**src/rtl/uart_tx_dev.sv**
```systemverilog
// uart_tx_dev: bridge slave that buffers CPU-written bytes in a small FIFO and sends them 8N1 on txd.
// Define PARITY_EN to insert a parity bit (even, or odd when CTRL.odd_par=1) between data and stop.
module uart_tx_dev #(
  parameter int               FIFO_DEPTH = 4,
  parameter int               DIV_W      = 16,
  parameter logic [DIV_W-1:0] DIV_RESET  = 16'd434
) (
  input  logic        clk,
  input  logic        rst,
  input  logic [1:0]  addr,
  input  logic        we,
  input  logic [31:0] wdata,
  output logic [31:0] rdata,
  output logic        irq,
  output logic        txd
);

  localparam int AW    = $clog2(FIFO_DEPTH);
  localparam int CNT_W = AW + 1;

  typedef enum logic [2:0] {
    S_IDLE,
    S_START,
    S_DATA,
`ifdef PARITY_EN
    S_PARITY,
`endif
    S_STOP
  } state_t;

  state_t           state_q, state_d;
  logic [DIV_W-1:0] divisor_q;
  logic [DIV_W-1:0] bit_div_q, bit_div_d;
  logic [DIV_W-1:0] timer_q, timer_d;
  logic [2:0]       bit_idx_q, bit_idx_d;
  logic [7:0]       shift_q, shift_d;
  logic             txd_q, txd_d;
  logic             tx_en_q, irq_en_q, odd_par, ovf_q;
  logic             tick;

  logic [7:0]       mem [FIFO_DEPTH];
  logic [AW-1:0]    wr_ptr_q, rd_ptr_q;
  logic [CNT_W-1:0] cnt_q;
  logic [7:0]       head;
  logic             empty, full, busy, push_req, push, pop;
  logic             unused_wdata;

  assign empty        = (cnt_q == '0);
  assign full         = (cnt_q == CNT_W'(FIFO_DEPTH));
  assign busy         = (state_q != S_IDLE);
  assign push_req     = we && (addr == 2'd0);
  assign push         = push_req && !full;
  assign head         = mem[rd_ptr_q];
  assign irq          = irq_en_q && empty && !busy;
  assign txd          = txd_q;
  assign unused_wdata = ^wdata;

  // Register file and FIFO bookkeeping. A push against a full FIFO is lost even if a pop frees a slot.
  always_ff @(posedge clk) begin
    // NOTE: sequential state uses non-blocking assignments so every flop samples pre-edge values.
    if (rst) begin
      divisor_q <= DIV_RESET;
      tx_en_q   <= 1'b0;
      irq_en_q  <= 1'b0;
      ovf_q     <= 1'b0;
      wr_ptr_q  <= '0;
      rd_ptr_q  <= '0;
      cnt_q     <= '0;
    end else begin
      if (we && addr == 2'd2)
        divisor_q <= (wdata[DIV_W-1:0] == '0) ? DIV_W'(1) : wdata[DIV_W-1:0];
      if (we && addr == 2'd3) begin
        tx_en_q  <= wdata[0];
        irq_en_q <= wdata[1];
      end
      if (we && addr == 2'd1 && wdata[3]) ovf_q <= 1'b0;
      if (push_req && full)               ovf_q <= 1'b1;
      if (push) wr_ptr_q <= wr_ptr_q + AW'(1);
      if (pop)  rd_ptr_q <= rd_ptr_q + AW'(1);
      if (push && !pop)      cnt_q <= cnt_q + CNT_W'(1);
      else if (pop && !push) cnt_q <= cnt_q - CNT_W'(1);
    end
  end

  // NOTE: FIFO storage has no reset; cnt/pointers alone define which entries are valid.
  always_ff @(posedge clk) begin
    if (push) mem[wr_ptr_q] <= wdata[7:0];
  end

`ifdef PARITY_EN
  logic par_q, par_d;

  always_ff @(posedge clk) begin
    if (rst) begin
      odd_par <= 1'b0;
      par_q   <= 1'b0;
    end else begin
      if (we && addr == 2'd3) odd_par <= wdata[2];
      par_q <= par_d;
    end
  end
`else
  assign odd_par = 1'b0;
`endif

  always_ff @(posedge clk) begin
    if (rst) begin
      state_q   <= S_IDLE;
      timer_q   <= '0;
      bit_div_q <= DIV_RESET;
      bit_idx_q <= '0;
      shift_q   <= '0;
      txd_q     <= 1'b1;
    end else begin
      state_q   <= state_d;
      timer_q   <= timer_d;
      bit_div_q <= bit_div_d;
      bit_idx_q <= bit_idx_d;
      shift_q   <= shift_d;
      txd_q     <= txd_d;
    end
  end

  always_comb begin
    // NOTE: every output of this block gets a default first, so no path can infer a latch.
    state_d   = state_q;
    bit_div_d = bit_div_q;
    bit_idx_d = bit_idx_q;
    shift_d   = shift_q;
    tick      = (timer_q == '0);
    timer_d   = tick ? bit_div_q - DIV_W'(1) : timer_q - DIV_W'(1);
    pop       = 1'b0;
`ifdef PARITY_EN
    par_d     = par_q;
`endif

    case (state_q)
      S_IDLE: begin
        timer_d = timer_q;
        pop     = tx_en_q && !empty;
      end
      S_START: begin
        if (tick) begin
          state_d   = S_DATA;
          bit_idx_d = '0;
        end
      end
      S_DATA: begin
        if (tick) begin
          if (bit_idx_q == 3'd7) begin
`ifdef PARITY_EN
            state_d = S_PARITY;
`else
            state_d = S_STOP;
`endif
          end else begin
            bit_idx_d = bit_idx_q + 3'd1;
            shift_d   = {1'b0, shift_q[7:1]};
          end
        end
      end
`ifdef PARITY_EN
      S_PARITY: begin
        if (tick) state_d = S_STOP;
      end
`endif
      S_STOP: begin
        // Chain straight into the next start bit when more data is waiting.
        if (tick) begin
          if (tx_en_q && !empty) pop = 1'b1;
          else                   state_d = S_IDLE;
        end
      end
      default: state_d = S_IDLE;
    endcase

    if (pop) begin
      state_d   = S_START;
      shift_d   = head;
      bit_div_d = divisor_q;
      timer_d   = divisor_q - DIV_W'(1);
`ifdef PARITY_EN
      par_d     = (^head) ^ odd_par;
`endif
    end

    // txd is registered from the next state, so the line changes on the same edge as the FSM.
    case (state_d)
      S_START:  txd_d = 1'b0;
      S_DATA:   txd_d = shift_d[0];
`ifdef PARITY_EN
      S_PARITY: txd_d = par_d;
`endif
      default:  txd_d = 1'b1;
    endcase
  end

  always_comb begin
    rdata = '0;
    case (addr)
      2'd1:    rdata = {24'b0, 4'(cnt_q), ovf_q, empty, full, busy};
      2'd2:    rdata = 32'(divisor_q);
      2'd3:    rdata = {29'b0, odd_par, irq_en_q, tx_en_q};
      default: rdata = '0;
    endcase
  end

endmodule

```
**config.mk**
```make
export PLATFORM = sky130hd
export DESIGN_NAME = uart_tx_dev
export DESIGN_NICKNAME = d
export VERILOG_FILES = /design/src/rtl/uart_tx_dev.sv
export SDC_FILE = /design/constraint.sdc
export NUM_CORES = 1
export LEC_CHECK = 0
export CAP_MARGIN = 0
export CORE_AREA = 2 2 99 101
export CTS_BUF_LIST = sky130_fd_sc_hd__clkbuf_8
export DETAILED_ROUTE_END_ITERATION = 10
export DIE_AREA = 0 0 101 103
export MAX_ROUTING_LAYER = met4
export PLACE_DENSITY_LB_ADDON = 0.25
export SETUP_SLACK_MARGIN = 0.4
export SLEW_MARGIN = 10
export SYNTH_ARGS = -nofsm -noshare
export SYNTH_HDL_FRONTEND = slang
export SYNTH_SLANG_ARGS = --single-unit
```
**constraint.sdc**
```tcl
create_clock -name clk -period 4.4 [get_ports clk]
set_input_delay 1.32 -clock clk [delete_from_list [all_inputs] [get_ports clk]]
set_output_delay 1.32 -clock clk [all_outputs]
set_load 0.02 [all_outputs]
```
==> results.json <==
{
  "outcome": "complete, no violations",
  "fmax_mhz": 259,
  "crit_required_ns": 3.08,
  "wl_per_cell_um": 16.8,
  "critical_path.max_fanout": 18,
  "insertion_delay_ns": 0.38,
  "finalCritPeriodShare": 0.876,
  "worstHoldPathType": "reg -> reg",
  "p_int_mw": 1.40,
  "drcViolationCount": 0,
  "ys_seq_area_frac": 0.475,
  "grt_overflow": 0,
  "rsz0062_at_grt": "false",
  "slew_viol_final": 0,
  "p_sw_mw": 0.580,
  "synth_edf_count": 32,
  "yosysTopAreaCell": "dfxtp_1",
  "die_x_um": 101,
  "grt_pass1_wl_mm": 18.8,
  "leakage_nw": 2.25,
  "ys.flop_type": "dfxtp_1",
  "cap_violations": 0,
  "fillers": 796,
  "drive_gt1_frac": 0.0757,
  "synth_area_leaders": "dfxtp_1, edfxtp_1, nor2_1, nand2_1, mux4_2",
  "postSynthCellCount": 536,
  "finalPower_mw": 1.98,
  "antenna_left": 0,
  "hold_viol": 0,
  "n_antenna_cell": 0,
  "arrival_ns": 2.53,
  "drt_iter0_drc": 293,
  "whs_path_depth": 2,
  "ys_types": 60,
  "post-dp-hpwl_mm": 7.93,
  "tightest_slew_ns": 1.17,
  "ys_ff_latch": 107,
  "netlist_area_um2": 5190,
  "vdd_drop_max_mv": 0.227,
  "clkTransAtPathRegs_ns": 0.10,
  "start_util": 0.548,
  "power_frac_seq": 0.548,
  "root_buffer": "clkbuf_8",
  "synthTopCellsByCount": "dfxtp_1, nor2_1, nand2_1, edfxtp_1, a21oi_1",
  "ctsHoldBuffers": 0,
  "cts_tree": "yes",
  "first_global_vias": 3770,
  "viasPerCell": 5.96,
  "clock_sinks": 107,
  "min_period_ns": 3.85,
  "port_buffers": 38,
  "htree_levels": 3,
  "powerDensity_nw_per_um2": 344,
  "async_flop_share": 0,
  "nNetsFinal": 609,
  "grt_usage": 0.239,
  "place.gp.congestion": 0.937,
  "critPathLaunchType": "input pin",
  "rows": 36,
  "antenna_found_initial": 0,
  "avgSynthCellArea_um2": 9.68,
  "die_area_um2": 10400,
  "clock_path_buffers": 2,
  "max_slew_margin": 0.218,
  "vias": 4064,
  "core_area_um2": 9460,
  "swShare": 0.293,
  "cp-end-kind": "output port",
  "die_h_um": 103,
  "finalSetupViolations": 0,
  "routed_wl_mm": 11.4,
  "synth.top_cell.area_share": 0.289,
  "numCtsBuffers": 9,
  "fin_setup_tns_ns": 0,
  "yosysMostFrequentCell": "dfxtp_1",
  "pwr-share-clk": 0.303,
  "combPwrFrac": 0.149,
  "pin_count": 71,
  "dr.pass1.iters": 5,
  "grt_max_degree": 45,
  "worstSetupPathType": "in -> out",
  "area_growth_pct": 11.0,
  "skew_ns": 0.0156,
  "synth-warning-count": 0,
  "r2r_cells": 12
}
-- routing by layer --
metal,vias up,track usage,wire (um)
li1,1970,-,-
met1,1910,0.328,5240
met2,170,0.358,5370
met3,14,0.0414,650
met4,0,0.0873,170
met5,-,-,0
-- area by class of cell --
cell class | count | area (um2) | share of cell area
tap | 114 | 143 | 0.0248
sequential | 107 | 2460 | 0.428
clock inverter | 7 | 71.3 | 0.0124
timing repair buffer | 47 | 423 | 0.0735
multi-input combinational | 390 | 2500 | 0.435
clock buffer | 9 | 124 | 0.0215
inverter | 8 | 30.0 | 0.00522
-- power groups by stage --
stage,clock network (mW),logic (mW),registers (mW)
after floorplan,0,0.231,1.09
after global placement,0,0.290,1.10
after detailed placement,0,0.296,1.11
after CTS,0.605,0.293,1.08
after global routing,0.648,0.328,1.09
final,0.599,0.295,1.08
-- worst paths after layout --
| path | from | to | slack, ns |
|---|---|---|---|
| min | bit_div_q[15] | bit_div_q[15] | 0.46 |
| min reg2reg | bit_div_q[15] | bit_div_q[15] | 0.46 |
| max reg2reg | cnt_q[0] | timer_q[12] | 0.71 |
| max | addr[1] | rdata[0] | 0.55 |
-- flip-flops by register name (all words and copies together) (netlist names), named ones only --
name / flops
txd: 1
bit_idx_q: 3
cnt_q: 3
rd_ptr_q: 2
mem: 32
irq_en_q: 1
tx_en_q: 1
ovf_q: 1
divisor_q: 16
wr_ptr_q: 2
state_q: 3
timer_q: 16
bit_div_q: 16
shift_q: 8
-- through the flow --
step	std cells	hold WS [ns]	utilization	cell area (um2)	setup WS [ns]
after floorplan	552	0.432	-	5250	0.907
after CTS	682	0.458	0.608	5750	0.427
after detailed placement	666	0.445	0.590	5580	0.0156
after global placement	666	0.441	0.590	5580	0.0235
final	682	0.460	0.608	5760	0.546
after global routing	682	0.489	0.608	5760	0.440
-- worst max-delay path, stage by stage --
cell and delay, ns:
dlygate4sd2_1 0.31, nor2b_1 0.16, buf_4 0.18, a22o_1 0.24, dlygate4sd2_1 0.32
-- kinds of logic (layout without fill, tap and decap cells) --
family | after synthesis | count (layout) | share of synthesized area
AND/OR/NAND/NOR | 202 | 202 | 0.185
AO/OA/AOI/OAI | 120 | 120 | 0.165
flip-flops | 107 | 107 | 0.475
buffers and inverters | 55 | 71 | 0.0550
multiplexers | 25 | 25 | 0.0678
XOR/XNOR | 17 | 17 | 0.0287
adder cells (fa/ha/maj) | 9 | 9 | 0.0232
other | 1 | 17 | 0.000723
-- cells in the final DEF, fill, tap and decap left out, types with 9 or more instances in the layout --
master           synthesis  final
clkbuf_8                 0      9
o21ai_0                 12     12
conb_1                   1     17
nand2_1                 53     53
nand3_1                  9      9
xnor2_1                  9      9
nor3_1                  14     14
edfxtp_1                32     32
a22oi_1                  9      9
mux2i_1                 16     16
clkdlybuf4s50_1          0     19
dlygate4sd2_1            0     14
a211oi_1                22     22
nor2_1                  69     69
a21oi_1                 24     24
dfxtp_1                 75     75
and2_1                  15     15
buf_4                   17      9
-- what timing repair did --
item / CTS / global route
buffers inserted: 0 / 0
resized for setup: 18 / 5
endpoints found under the setup margin: 16 / 7
hold endpoints to repair: 0 / 0
(Power assumes the default switching activity.)
